`config.mk`:
```
export PLATFORM = sky130hd
export DESIGN_NAME = max_pool_2x2_flat
export DESIGN_NICKNAME = d
export VERILOG_FILES = /design/src/rtl/max_pool_2x2_if.sv /design/src/rtl/max_pool_2x2.sv /design/src/flat_wrapper.sv
export SDC_FILE = /design/constraint.sdc
export NUM_CORES = 1
export LEC_CHECK = 0
export ABC_AREA = 0
export ABC_CLOCK_PERIOD_IN_PS = 6140
export CAP_MARGIN = 15
export CORE_UTILIZATION = 60
export CTS_BUF_LIST = sky130_fd_sc_hd__clkbuf_16
export DETAILED_ROUTE_END_ITERATION = 16
export GPL_ROUTABILITY_DRIVEN = 0
export GPL_TIMING_DRIVEN = 0
export PLACE_DENSITY = 0.8
export SETUP_SLACK_MARGIN = 0.2
export SYNTH_ARGS = -nofsm -noshare
export SYNTH_HDL_FRONTEND = slang
export SYNTH_SLANG_ARGS = --single-unit
```
`constraint.sdc`:
```
create_clock -name clk -period 6.14 [get_ports clk]
set_input_delay 1.228 -clock clk [delete_from_list [all_inputs] [get_ports clk]]
set_output_delay 1.228 -clock clk [all_outputs]
set_load 0.1 [all_outputs]
```
`src/rtl/max_pool_2x2_if.sv`:
```
// Pixel stream bundle: frame sync, valid strobe, pixel and its column/row index.
// The master drives the stream, the slave consumes it.
interface max_pool_2x2_if #(
  parameter int DATA_WIDTH = 16
);
  logic                  vsync;
  logic                  href;
  logic [DATA_WIDTH-1:0] data;
  logic [6:0]            h_cnt;
  logic [6:0]            v_cnt;

  modport master (
    output vsync,
    output href,
    output data,
    output h_cnt,
    output v_cnt
  );

  modport slave (
    input vsync,
    input href,
    input data,
    input h_cnt,
    input v_cnt
  );
endinterface

```
`src/rtl/max_pool_2x2.sv`:
```
// 2x2 stride-2 pooling over a raster pixel stream: max pooling by default,
// average pooling when POOL_AVG_EN is defined.
module max_pool_2x2 #(
  parameter int DATA_WIDTH = 16,
  parameter int IMG_WIDTH  = 28
) (
  input  logic            clk,
  input  logic            rst_n,
  max_pool_2x2_if.slave   relu_i,
  max_pool_2x2_if.master  pool_o
);

  localparam int LB_DEPTH = IMG_WIDTH / 2;
  localparam int LB_AW    = (LB_DEPTH > 1) ? $clog2(LB_DEPTH) : 1;
`ifdef POOL_AVG_EN
  localparam int LB_W     = DATA_WIDTH + 1;
`else
  localparam int LB_W     = DATA_WIDTH;
`endif

  logic                  vsync_q;
  logic [DATA_WIDTH-1:0] pair_q, pair_d;
  logic                  pair_valid_q, pair_valid_d;
  logic                  armed_q, armed_d;
  logic                  pool_href_q, pool_href_d;
  logic [DATA_WIDTH-1:0] pool_data_q, pool_data_d;
  logic [6:0]            pool_h_q, pool_h_d;
  logic [6:0]            pool_v_q, pool_v_d;

  logic [LB_W-1:0]       lbuf [LB_DEPTH];
  logic [LB_W-1:0]       lb_rd_q;
  logic [LB_AW-1:0]      lb_addr;
  logic                  lb_we;
  logic                  lb_re;

  logic                  vsync_rise;
  logic                  accept;
  logic                  px_even;
  logic                  px_done;
  logic                  emit;
  logic [LB_W-1:0]       hres;
  logic [DATA_WIDTH-1:0] pool_res;
`ifdef POOL_AVG_EN
  logic [DATA_WIDTH+1:0] sum4;
`endif

  // Pixel qualification and pair/row bookkeeping
  always_comb begin
    vsync_rise = relu_i.vsync & ~vsync_q;
    accept     = relu_i.href & ({1'b0, relu_i.h_cnt} < 8'(IMG_WIDTH));
    px_even    = accept & ~relu_i.h_cnt[0];
    px_done    = accept & relu_i.h_cnt[0] & pair_valid_q & ~vsync_rise;
    lb_we      = px_done & ~relu_i.v_cnt[0];
    lb_re      = px_even & relu_i.v_cnt[0];
    emit       = px_done & relu_i.v_cnt[0] & armed_q;
    lb_addr    = relu_i.h_cnt[LB_AW:1];
  end

  // Horizontal and final reduction; the line buffer read for an odd row is
  // issued on the even pixel so it is registered by the time the pair completes.
  always_comb begin
`ifdef POOL_AVG_EN
    hres     = {1'b0, pair_q} + {1'b0, relu_i.data};
    sum4     = {1'b0, lb_rd_q} + {1'b0, hres};
    pool_res = DATA_WIDTH'(sum4 >> 2);
`else
    hres     = (pair_q >= relu_i.data) ? pair_q : relu_i.data;
    pool_res = (lb_rd_q >= hres) ? lb_rd_q : hres;
`endif
  end

  always_comb begin
    pair_d       = pair_q;
    pair_valid_d = pair_valid_q & ~vsync_rise;
    if (px_even) begin
      pair_d       = relu_i.data;
      pair_valid_d = 1'b1;
    end else if (px_done) begin
      pair_valid_d = 1'b0;
    end
    // Outputs are only trusted once an even row has been seen from column 0.
    armed_d = armed_q | (accept & (relu_i.h_cnt == 7'd0) & ~relu_i.v_cnt[0]);
  end

  always_comb begin
    pool_href_d = emit;
    pool_data_d = pool_data_q;
    pool_h_d    = pool_h_q;
    pool_v_d    = pool_v_q;
    if (emit) begin
      pool_data_d = pool_res;
      pool_h_d    = {1'b0, relu_i.h_cnt[6:1]};
      pool_v_d    = {1'b0, relu_i.v_cnt[6:1]};
    end
  end

  always_ff @(posedge clk or negedge rst_n) begin
    if (!rst_n) begin
      vsync_q      <= 1'b0;
      pair_q       <= '0;
      pair_valid_q <= 1'b0;
      armed_q      <= 1'b0;
      pool_href_q  <= 1'b0;
      pool_data_q  <= '0;
      pool_h_q     <= '0;
      pool_v_q     <= '0;
    end else begin
      vsync_q      <= relu_i.vsync;
      pair_q       <= pair_d;
      pair_valid_q <= pair_valid_d;
      armed_q      <= armed_d;
      pool_href_q  <= pool_href_d;
      pool_data_q  <= pool_data_d;
      pool_h_q     <= pool_h_d;
      pool_v_q     <= pool_v_d;
    end
  end

  // Line buffer: no reset so it maps onto block/distributed RAM.
  always_ff @(posedge clk) begin
    if (lb_we) begin
      lbuf[lb_addr] <= hres;
    end
    if (lb_re) begin
      lb_rd_q <= lbuf[lb_addr];
    end
  end

  assign pool_o.vsync = vsync_q;
  assign pool_o.href  = pool_href_q;
  assign pool_o.data  = pool_data_q;
  assign pool_o.h_cnt = pool_h_q;
  assign pool_o.v_cnt = pool_v_q;

endmodule
```
`src/flat_wrapper.sv`:
```
// flat-port wrapper written by rule: the top's interface ports become plain ports
module max_pool_2x2_flat 
#(
  parameter int DATA_WIDTH = 16,
  parameter int IMG_WIDTH  = 28
)
  (clk, rst_n, relu_i_vsync, relu_i_href, relu_i_data, relu_i_h_cnt, relu_i_v_cnt, pool_o_vsync, pool_o_href, pool_o_data, pool_o_h_cnt, pool_o_v_cnt);
  max_pool_2x2_if #(.DATA_WIDTH(DATA_WIDTH)) relu_i_i ();
  max_pool_2x2_if #(.DATA_WIDTH(DATA_WIDTH)) pool_o_i ();
  input  logic clk;
  input  logic rst_n;
  input wire logic [$bits(relu_i_i.vsync)-1:0] relu_i_vsync;
  input wire logic [$bits(relu_i_i.href)-1:0] relu_i_href;
  input wire logic [$bits(relu_i_i.data)-1:0] relu_i_data;
  input wire logic [$bits(relu_i_i.h_cnt)-1:0] relu_i_h_cnt;
  input wire logic [$bits(relu_i_i.v_cnt)-1:0] relu_i_v_cnt;
  output wire logic [$bits(pool_o_i.vsync)-1:0] pool_o_vsync;
  output wire logic [$bits(pool_o_i.href)-1:0] pool_o_href;
  output wire logic [$bits(pool_o_i.data)-1:0] pool_o_data;
  output wire logic [$bits(pool_o_i.h_cnt)-1:0] pool_o_h_cnt;
  output wire logic [$bits(pool_o_i.v_cnt)-1:0] pool_o_v_cnt;
  assign relu_i_i.vsync = relu_i_vsync;
  assign relu_i_i.href = relu_i_href;
  assign relu_i_i.data = relu_i_data;
  assign relu_i_i.h_cnt = relu_i_h_cnt;
  assign relu_i_i.v_cnt = relu_i_v_cnt;
  assign pool_o_vsync = pool_o_i.vsync;
  assign pool_o_href = pool_o_i.href;
  assign pool_o_data = pool_o_i.data;
  assign pool_o_h_cnt = pool_o_i.h_cnt;
  assign pool_o_v_cnt = pool_o_i.v_cnt;
  max_pool_2x2 #(.DATA_WIDTH(DATA_WIDTH), .IMG_WIDTH(IMG_WIDTH)) u_core (.clk(clk), .rst_n(rst_n), .relu_i(relu_i_i), .pool_o(pool_o_i));
endmodule
```
==> results of run 1 <==
-- power by group through the flow --
stage | registers, mW | logic [mW] | clock network [mW]
after global routing | 2.31 | 0.727 | 1.76
final | 2.31 | 0.676 | 1.68
after CTS | 2.31 | 0.664 | 1.70
after global placement | 2.34 | 0.607 | 0
after detailed placement | 2.35 | 0.650 | 0
after floorplan | 2.35 | 0.418 | 0
-- cells in the mapped netlist, types with 2 or more instances --
cell type      count
buf_1             10
nand3_1            6
a21boi_0          16
o211a_1           15
nor3_1             7
nand4_1            5
o21a_1             4
clkbuf_1          17
nand2b_1           3
a22o_1             2
clkbuf_8           2
o21ai_0           41
buf_4              2
a31o_2             2
edfxtp_1         240
dfrtp_1           48
a21oi_1           10
nand3b_1           2
nor2_1            15
and2_1             3
mux4_2            64
mux2_2            31
o211ai_1           2
o21ai_1           10
nand2_1           51
inv_1             37
dlygate4sd1_1      2
ha_1              32
-- through the flow --
stage	hold slack (ps)	TNS, ps
floorplan	442	0
global placement	451	-8380
detailed placement	473	-1790
CTS	489	0
global route	506	0
finish	484	0
-- worst max path at each step --
stage                             endpoint  slack, ps  cells after the start
floorplan            u_core.pool_o.data[0]        720                     16
global placement     u_core.pool_o.data[9]       -590                     17
global route         u_core.pool_o.data[6]        250                     18
CTS                 u_core.pool_o.data[14]        370                     17
detailed placement   u_core.pool_o.data[9]       -180                     17
finish              u_core.pool_o.data[14]        380                     18
-- registers in the layout, indices dropped and copies added, names as in the netlist --
register	count
u_core.pool_o.vsync	1
u_core.pool_o.h_cnt	6
u_core.pool_o.href	1
u_core.armed_q	1
u_core.pair_q	16
u_core.pair_valid_q	1
u_core.lbuf	224
u_core.pool_o.v_cnt	6
u_core.pool_o.data	16
u_core.lb_rd_q	16
-- routing by layer --
layer  GRT usage, %  part of all wire (%)  vias to the layer above
met5              0                     0                        -
met1           36.3                    37                     3494
li1               -                     -                     2930
met3           5.03                   7.9                       91
met4           15.3                   4.8                        0
met2           48.7                    50                      413
-- placed cells by master (no fill, tap or decap), types with 3 or more instances in the layout --
cell,n
o21a_1,4
nor3_2,4
nand2_1,51
clkbuf_16,29
inv_1,40
buf_2,3
buf_8,5
clkdlybuf4s50_1,58
a21oi_1,10
buf_4,4
clkinvlp_4,3
mux2_2,31
clkinv_1,7
nor2_2,8
nand4_1,5
a21boi_0,15
nor3_1,3
ha_1,32
dfrtp_1,48
clkinv_2,5
nand3_1,6
o211a_1,15
o21ai_1,10
o21ai_0,41
buf_6,5
nor2_1,7
buf_1,10
clkbuf_1,16
mux4_2,64
edfxtp_1,240
and2_1,3
nand2b_1,3
-- worst max-delay path, cell delays in order --
cell and delay, ps:
clkdlybuf4s50_1 530, inv_1 100, ha_1 350, a21oi_1 150, a21boi_0 180, a311o_2 490
or2_1 250, buf_6 140, buf_8 130, o21ai_0 520, ha_1 360, nor2_1 80
a21oi_1 70, or4_1 510, a41oi_2 370, clkbuf_1 390, o21ai_0 180, o21ai_1 180
-- area by class of cell --
type                    count  area, µm²  share of cell area [%]
well taps                 265        332                    2.35
clock inverters            24        175                    1.24
clock buffers              29        726                    5.14
flip-flops and latches    288       8410                    59.6
inverters                  37        139                   0.984
repair buffers             71        731                    5.18
plain buffers              36        194                    1.37
multi-input cells         335       3410                    24.1
-- cell families (layout without fill, tap and decap cells) --
family | count (synthesis) | count (layout) | synth area share [%]
AOI/OAI and AO/OA | 108 | 108 | 5.96
adders and majority gates | 32 | 32 | 3.31
buffers and inverters | 73 | 197 | 2.74
DFF | 288 | 288 | 69.5
muxes | 96 | 96 | 14.9
other | 1 | 2 | 0.0310
and+or+nand+nor | 97 | 97 | 3.61
==> reports/qor.txt, run 1 <==
Unrepaired setup endpoints after global routing: false
Min-Delay Path Class: flip-flop to flip-flop
Placed Cells: 1032
Avg Synthesized Cell Area: 17.4 µm²
Initial Utilization: 61.8%
Worst IR Drop VDD: 0.237 mV
Area leader, netlist: edfxtp_1
DR vias/cell: 6.39
Die W: 144 µm
DP Worst Slack: -183 ps
Mapped cell area: 0.0121 mm²
Power share of the combinational group: 14.5%
Post-route cell area: 0.0141 mm²
Tcrit/Tclk final: 93.9%
Starting DRC count in detailed routing: 528
Rel. slew slack: 27.0%
Max Cap Viol: 0
Pre-antenna DRT Iters: 5
CP arrival: 6220 ps
Critical path startpoint category: input pin
Hold Fails Final Rpt: 0
Pwr/cell area: 331 mW/mm²
Area grow syn2layout: 16.6%
Top FF cell, synth: edfxtp_1
Clock slew at reported path FFs: 60 ps
Ranking of synthesized cells by area: edfxtp_1, mux4_2, dfrtp_1
Hold Path End: u_core.pool_o.h_cnt[4]
Post-DRT Antenna Nets: 0
Overall power consumption: 4.66 mW
Fillers: 1168
RR Startpoint: u_core.pair_q[0]
Reg2reg end: u_core.pool_o.data[14]
Aggregate global-route resource usage: 29.0%
Hpwl dp: 18.1 mm
Hold depth: 1
Clk buf depth: 3
Clock Sinks: 288
CTS Hold Bufs: 0
Worst Tran Pin Value: 1090 ps
Nets: 864
Period minus WS final: 5760 ps
Synthesized instance count: 695
Internal Pwr Total: 3.46 mW
Switching portion of total power: 25.8%
Largest net degree at the start of global routing: 38
# Post-CTS Setup Buffers: 0
H-tree depth: 1
Setup Skew: 9.48 ps
Critical path peak fanout: 10
Chip height: 144 µm
Resized Gates After CTS: 0
Crit. End Element: flip-flop
DR vias: 6928
Yosys cell types: 44
Worst R2R Setup Slack: 1200 ps
Ratio of cells with drive above 1 in the final layout: 21.6%
I/O pin total: 66
CP required: 6590 ps
Crit path kind: input pin to flip-flop
Initial antenna violation count: 0
Outcome: finished clean
GR Overflow Total: 0
Port Buffers: 59
Worst Slack Setup Final: 375 ps
Pleak: 5.11 nW
Share of total power in the clock network: 36.1%
Reg2reg path depth: 17
Vias in the first global route: 7388
Drt drc: 0
Fmax: 173 MHz
Yosys warnings: 0
#FFs+latches synth: 288
TritonCTS clock tree: done
Worst-skew pair later-pin latency: 540 ps
Routed length per instance: 26.4 µm
Placed Area: 0.0132 mm²
Flop pwr share: 49.4%
Number of synthesized flops with an enable pin: 240
Core area: 0.0196 mm²
First-pass GRT wire length: 42.9 mm
Num CTS Buffers: 29
Switch Pwr: 1.20 mW
Die footprint: 0.0207 mm²
Max Slew Vio Count: 0
Setup crit start: relu_i_data[14]
Hold path startpoint: u_core.pool_o.h_cnt[4]
Ys async rst share: 16.7%
Site row count: 51
Antenna diode count: 0
Util after Layout: 72.0%
Finished Layout Cells: 1085
Top-area cell type share of the netlist area: 59.6%
Clk root buf: clkbuf_16
Sequential area share after synthesis: 69.5%
Final setup violation count: 0
Total Routed Length: 28.6 mm
Note: power is estimated with default switching activity, not from simulation.
==> run 2, diff against run 1 <==
--- a/config.mk
+++ b/config.mk
@@ -11,10 +11,10 @@
 export CORE_UTILIZATION = 60
 export CTS_BUF_LIST = sky130_fd_sc_hd__clkbuf_16
 export DETAILED_ROUTE_END_ITERATION = 16
-export GPL_ROUTABILITY_DRIVEN = 0
 export GPL_TIMING_DRIVEN = 0
 export PLACE_DENSITY = 0.8
 export SETUP_SLACK_MARGIN = 0.2
+export SLEW_MARGIN = 10
 export SYNTH_ARGS = -nofsm -noshare
 export SYNTH_HDL_FRONTEND = slang
 export SYNTH_SLANG_ARGS = --single-unit
==> reports/qor.txt, run 2 (synthesis results as in run 1) <==
H-tree depth: 1
RePlAce Congestion: 0.926
Switch Pwr: 1.15 mW
Pwr/cell area: 323 mW/mm²
Post-DRT Antenna Nets: 0
Crit path kind: input pin to flip-flop
Power share of the combinational group: 14.7%
DR vias: 6763
Worst Tran Pin Value: 1130 ps
RR Startpoint: u_core.pair_q[0]
DR vias/cell: 6.23
Pre-antenna DRT Iters: 6
Fin Hold WS: 478 ps
Drt drc: 0
Worst path slowest cell: or4_1
Num CTS Buffers: 28
Multi-input gate area: 0.00342 mm²
Most flops, register: u_core.lbuf
DP Worst Slack: -479 ps
Routed length per instance: 24.7 µm
Worst Slack Setup Final: 547 ps
Min-Delay Path Class: flip-flop to flip-flop
Ratio of cells with drive above 1 in the final layout: 21.0%
Rel. slew slack: 24.6%
Port Buffers: 59
CTS Hold Bufs: 0
Outcome: finished clean
Hold path startpoint: u_core.pool_o.data[4]
Sum Neg Setup Slack: 0 ps
Clk buf depth: 3
First-pass GRT wire length: 41.2 mm
Reg2reg end: u_core.pool_o.data[9]
Area grow syn2layout: 16.5%
Max Cap Viol: 0
Switching portion of total power: 25.2%
CP max stage delay: 520 ps
Core area: 0.0196 mm²
Pleak: 5.13 nW
Hold depth: 2
I/O pin total: 66
Initial Utilization: 61.8%
Starting DRC count in detailed routing: 415
TritonCTS clock tree: done
Antenna diode count: 0
Share of total power in the clock network: 34.6%
Internal Pwr Total: 3.40 mW
Site row count: 51
Initial antenna violation count: 0
Tcrit/Tclk final: 91.1%
Total Routed Length: 26.8 mm
Hold Fails Final Rpt: 0
Clk root buf: clkbuf_16
Max Slew Vio Count: 0
Aggregate global-route resource usage: 27.5%
Reg area: 0.00841 mm²
Final setup violation count: 0
Reg2reg path depth: 16
Critical path, cell by cell: clkdlybuf4s50_1, ha_1, nand2b_4, a2111o_1, a311o_2, clkbuf_1, o21ai_0, o21ai_4, ha_1, nor2_1, a21oi_1, or4_1, a41oi_2, clkbuf_1, o21ai_0, o21ai_1
Worst-skew pair later-pin latency: 540 ps
GR Overflow Total: 0
CP required: 6600 ps
Leading cell types in the layout, fill and taps excluded: edfxtp_1, mux4_2, clkdlybuf4s50_1
Fmax: 179 MHz
Die W: 144 µm
Worst R2R Setup Slack: 1350 ps
Unrepaired setup endpoints after global routing: false
Nets: 866
Period minus WS final: 5590 ps
Chip height: 144 µm
CP arrival: 6050 ps
Critical path startpoint category: input pin
Die footprint: 0.0207 mm²
Hold Path End: u_core.pool_o.data[4]
Setup Skew: 10.6 ps
Hpwl dp: 18.3 mm
Flop pwr share: 50.7%
Vias in the first global route: 7079
Finished Layout Cells: 1085
Clock Sinks: 288
Fillers: 1158
Commonest non-fill, non-tap cell in the layout: edfxtp_1
Clock slew at reported path FFs: 60 ps
Worst IR Drop VDD: 0.224 mV
Crit. End Element: flip-flop
Max reg flops: 224
Largest net degree at the start of global routing: 37
Placed Cells: 1035
Critical path peak fanout: 15
==> run 2: changes by cell type in the layout (fill, tap and decap cells not counted), sizes merged <==
cell	previous run	this run
clkinv	13	9
buf	28	31
clkinvlp	5	1
inv	41	47
bufinv	2	1
==> run 2: how the worst max path moves through the flow <==
stage	start	to	slack [ps]	cells past startpoint
final	relu_i_data[0]	u_core.pool_o.data[9]	550	16
after global routing	relu_i_data[0]	u_core.pool_o.data[9]	290	16
after CTS	relu_i_data[0]	u_core.pool_o.data[9]	370	16
after detailed placement	relu_i_data[0]	u_core.pool_o.data[9]	-480	17
after global placement	relu_i_data[0]	u_core.pool_o.data[9]	-640	17
after floorplan	relu_i_data[0]	u_core.pool_o.data[0]	720	16
==> run 2: final cells by class <==
class                      instances  share of cell area, %
inverter                          37                  0.985
sequential                       288                   59.6
tap                              265                   2.35
buffer                            36                   1.38
clock inverter                    21                  0.799
multi-input combinational        335                   24.2
timing repair buffer              74                   5.47
clock buffer                      29                   5.15
==> run 2: critical path: cells and delay by family <==
family	cells	cell delay (ps)
adder cells (fa/ha/maj)	2	650
AND/OR/NAND/NOR	3	750
AO/OA/AOI/OAI	8	2360
buffers and inverters	3	1080
==> run 2: timing repair <==
| item | CTS | global route |
|---|---|---|
| gates cloned | 0 | 0 |
| gates resized for setup | 1 | 3 |
| setup buffers | 0 | 0 |
| endpoints found under the setup margin | 11 | 5 |
| endpoints found under the hold margin | 0 | 0 |
==> run 2: through the flow <==
stage | power (mW) | utilization, % | instance area (µm²)
2_1_floorplan | 2.77 | - | 12100
3_3_place_gp | 2.96 | 66.5 | 13000
3_5_place_dp | 3.00 | 67.6 | 13200
4_1_cts | 4.56 | 71.9 | 14100
5_1_grt | 4.70 | 72.0 | 14100
6_report | 4.55 | 72.0 | 14100
==> run 2: power by group through the flow <==
stage	Combinational, mW	Clock [mW]	Sequential [mW]
CTS	0.663	1.59	2.30
detailed placement	0.655	0	2.34
global route	0.729	1.66	2.31
finish	0.670	1.57	2.31
floorplan	0.418	0	2.35
global placement	0.614	0	2.34
==> run 2: metal layers <==
layer  track usage [%]  up-vias  routed length [µm]
li1                  -     2928                   -
met3              4.07       75                2020
met2              46.2      344               13500
met4              11.0        0                1050
met5                 0        -                   0
met1              36.5     3416               10300
==> run 3, diff against run 2 <==
--- a/config.mk
+++ b/config.mk
@@ -8,6 +8,7 @@
 export ABC_AREA = 0
 export ABC_CLOCK_PERIOD_IN_PS = 6140
 export CAP_MARGIN = 15
+export CORE_MARGIN = 2
 export CORE_UTILIZATION = 60
 export CTS_BUF_LIST = sky130_fd_sc_hd__clkbuf_16
 export DETAILED_ROUTE_END_ITERATION = 16
==> reports/qor.txt, run 3 (synthesis results as in run 1) <==
Outcome: finished clean
Clock slew at reported path FFs: 70 ps
RR Startpoint: u_core.pair_q[0]
Post-DRT Antenna Nets: 0
Worst-skew pair later-pin latency: 560 ps
Worst R2R Setup Slack: 1340 ps
Die W: 146 µm
Rel. slew slack: 24.4%
Fmax: 180 MHz
I/O pin total: 66
Drt drc: 0
Unrepaired setup endpoints after global routing: false
Crit. End Element: flip-flop
First-pass GRT wire length: 43.7 mm
Area grow syn2layout: 17.2%
Overall power consumption: 4.72 mW
Starting DRC count in detailed routing: 707
Core area: 0.0197 mm²
Final setup violation count: 0
Reg2reg path depth: 16
Port Buffers: 59
CP arrival: 6040 ps
Pwr/cell area: 333 mW/mm²
Clock Sinks: 288
H-tree depth: 1
Clk buf depth: 3
Hold Path End: u_core.armed_q
Chip height: 146 µm
Min-Delay Path Class: flip-flop to flip-flop
Initial Utilization: 61.6%
Tcrit/Tclk final: 90.7%
Clk root buf: clkbuf_16
Setup Skew: 25.1 ps
Hold depth: 1
RePlAce Congestion: 0.910
DR vias/cell: 6.37
Finished Layout Cells: 1084
Antenna diode count: 0
Hold Fails Final Rpt: 0
Leading cell types in the layout, fill and taps excluded: edfxtp_1, mux4_2, clkdlybuf4s50_1
Critical path peak fanout: 10
Placed Cells: 1033
Crit path kind: input pin to flip-flop
Worst IR Drop VDD: 0.210 mV
# Post-CTS Setup Buffers: 0
Sum Neg Setup Slack: 0 ps
DP Worst Slack: -371 ps
Total Routed Length: 28.6 mm
Hpwl dp: 18.9 mm
Routed length per instance: 26.3 µm
Most flops, register: u_core.lbuf
Worst Slack Setup Final: 573 ps
Pre-antenna DRT Iters: 5
Placed Area: 0.0132 mm²
Commonest non-fill, non-tap cell in the layout: edfxtp_1
GR Overflow Total: 0
Nets: 864
Post-route cell area: 0.0142 mm²
Max reg flops: 224
Critical path startpoint category: input pin
Aggregate global-route resource usage: 27.4%
Multi-input gate area: 0.00342 mm²
Reg area: 0.00841 mm²
Vias in the first global route: 7204
TritonCTS clock tree: done
Site row count: 51
Fillers: 1178
Largest net degree at the start of global routing: 26
Initial antenna violation count: 0
DR vias: 6908
Max Cap Viol: 0
Num CTS Buffers: 28
Hold path startpoint: u_core.armed_q
Die footprint: 0.0213 mm²
Reg2reg end: u_core.pool_o.data[6]
Pleak: 5.14 nW
Ratio of cells with drive above 1 in the final layout: 22.0%
CP required: 6610 ps
Worst Tran Pin Value: 1130 ps
Max Slew Vio Count: 0
Period minus WS final: 5570 ps
run 3: how the worst max path moves through the flow:
stage / from / end / slack (ps) / depth (start not counted)
finish: relu_i_data[0] / u_core.pool_o.data[6] / 570 / 16
global route: relu_i_data[0] / u_core.pool_o.data[6] / 240 / 16
CTS: relu_i_data[0] / u_core.pool_o.data[14] / 520 / 17
detailed placement: relu_i_data[0] / u_core.pool_o.data[14] / -370 / 17
global placement: relu_i_data[0] / u_core.pool_o.data[8] / -590 / 17
floorplan: relu_i_data[0] / u_core.pool_o.data[0] / 720 / 16
run 3: layout make-up:
class                      instances  area share (%)
timing repair buffer              72            5.33
multi-input combinational        335            24.1
clock inverter                    22            1.43
tap                              265            2.34
inverter                          37           0.980
clock buffer                      29            5.12
sequential                       288            59.3
buffer                            36            1.37
run 3: per-layer routing:
layer  up-vias  track usage [%]  wire length, µm
met1      3502             38.3            11100
li1       2931                -                -
met3        61             4.25             2450
met2       414             45.5            14300
met4         0             8.50              739
met5         -                0                0
run 3: worst max-delay path: stages:
cell and delay, ps:
clkdlybuf4s50_1 460, ha_1 310, nand2b_4 140, a2111o_1 400
a311o_2 450, clkbuf_1 270, o21ai_0 260, a21boi_0 500
ha_1 350, a211o_1 300, a21oi_1 190, o221ai_1 170
a41oi_2 340, clkbuf_1 350, o21ai_0 150, o21ai_0 160
run 3: timing repair:
| action | 4_1_cts | 5_1_grt |
|---|---|---|
| endpoints found under the setup margin | 9 | 5 |
| gates resized for setup | 1 | 3 |
| endpoints found under the hold margin | 0 | 0 |
| hold buffers | 0 | 0 |
run 3: stage by stage:
step | utilization, % | hold WS (ps)
CTS | 72.1 | 480
floorplan | - | 442
global placement | 66.3 | 451
global route | 72.1 | 492
detailed placement | 67.4 | 465
finish | 72.1 | 480
run 3: report_power, final:
part / switching [mW] / total, mW / internal [mW]
registers: 0.0229 / 2.31 / 2.28
clock network: 0.720 / 1.74 / 1.02
logic: 0.444 / 0.678 / 0.235
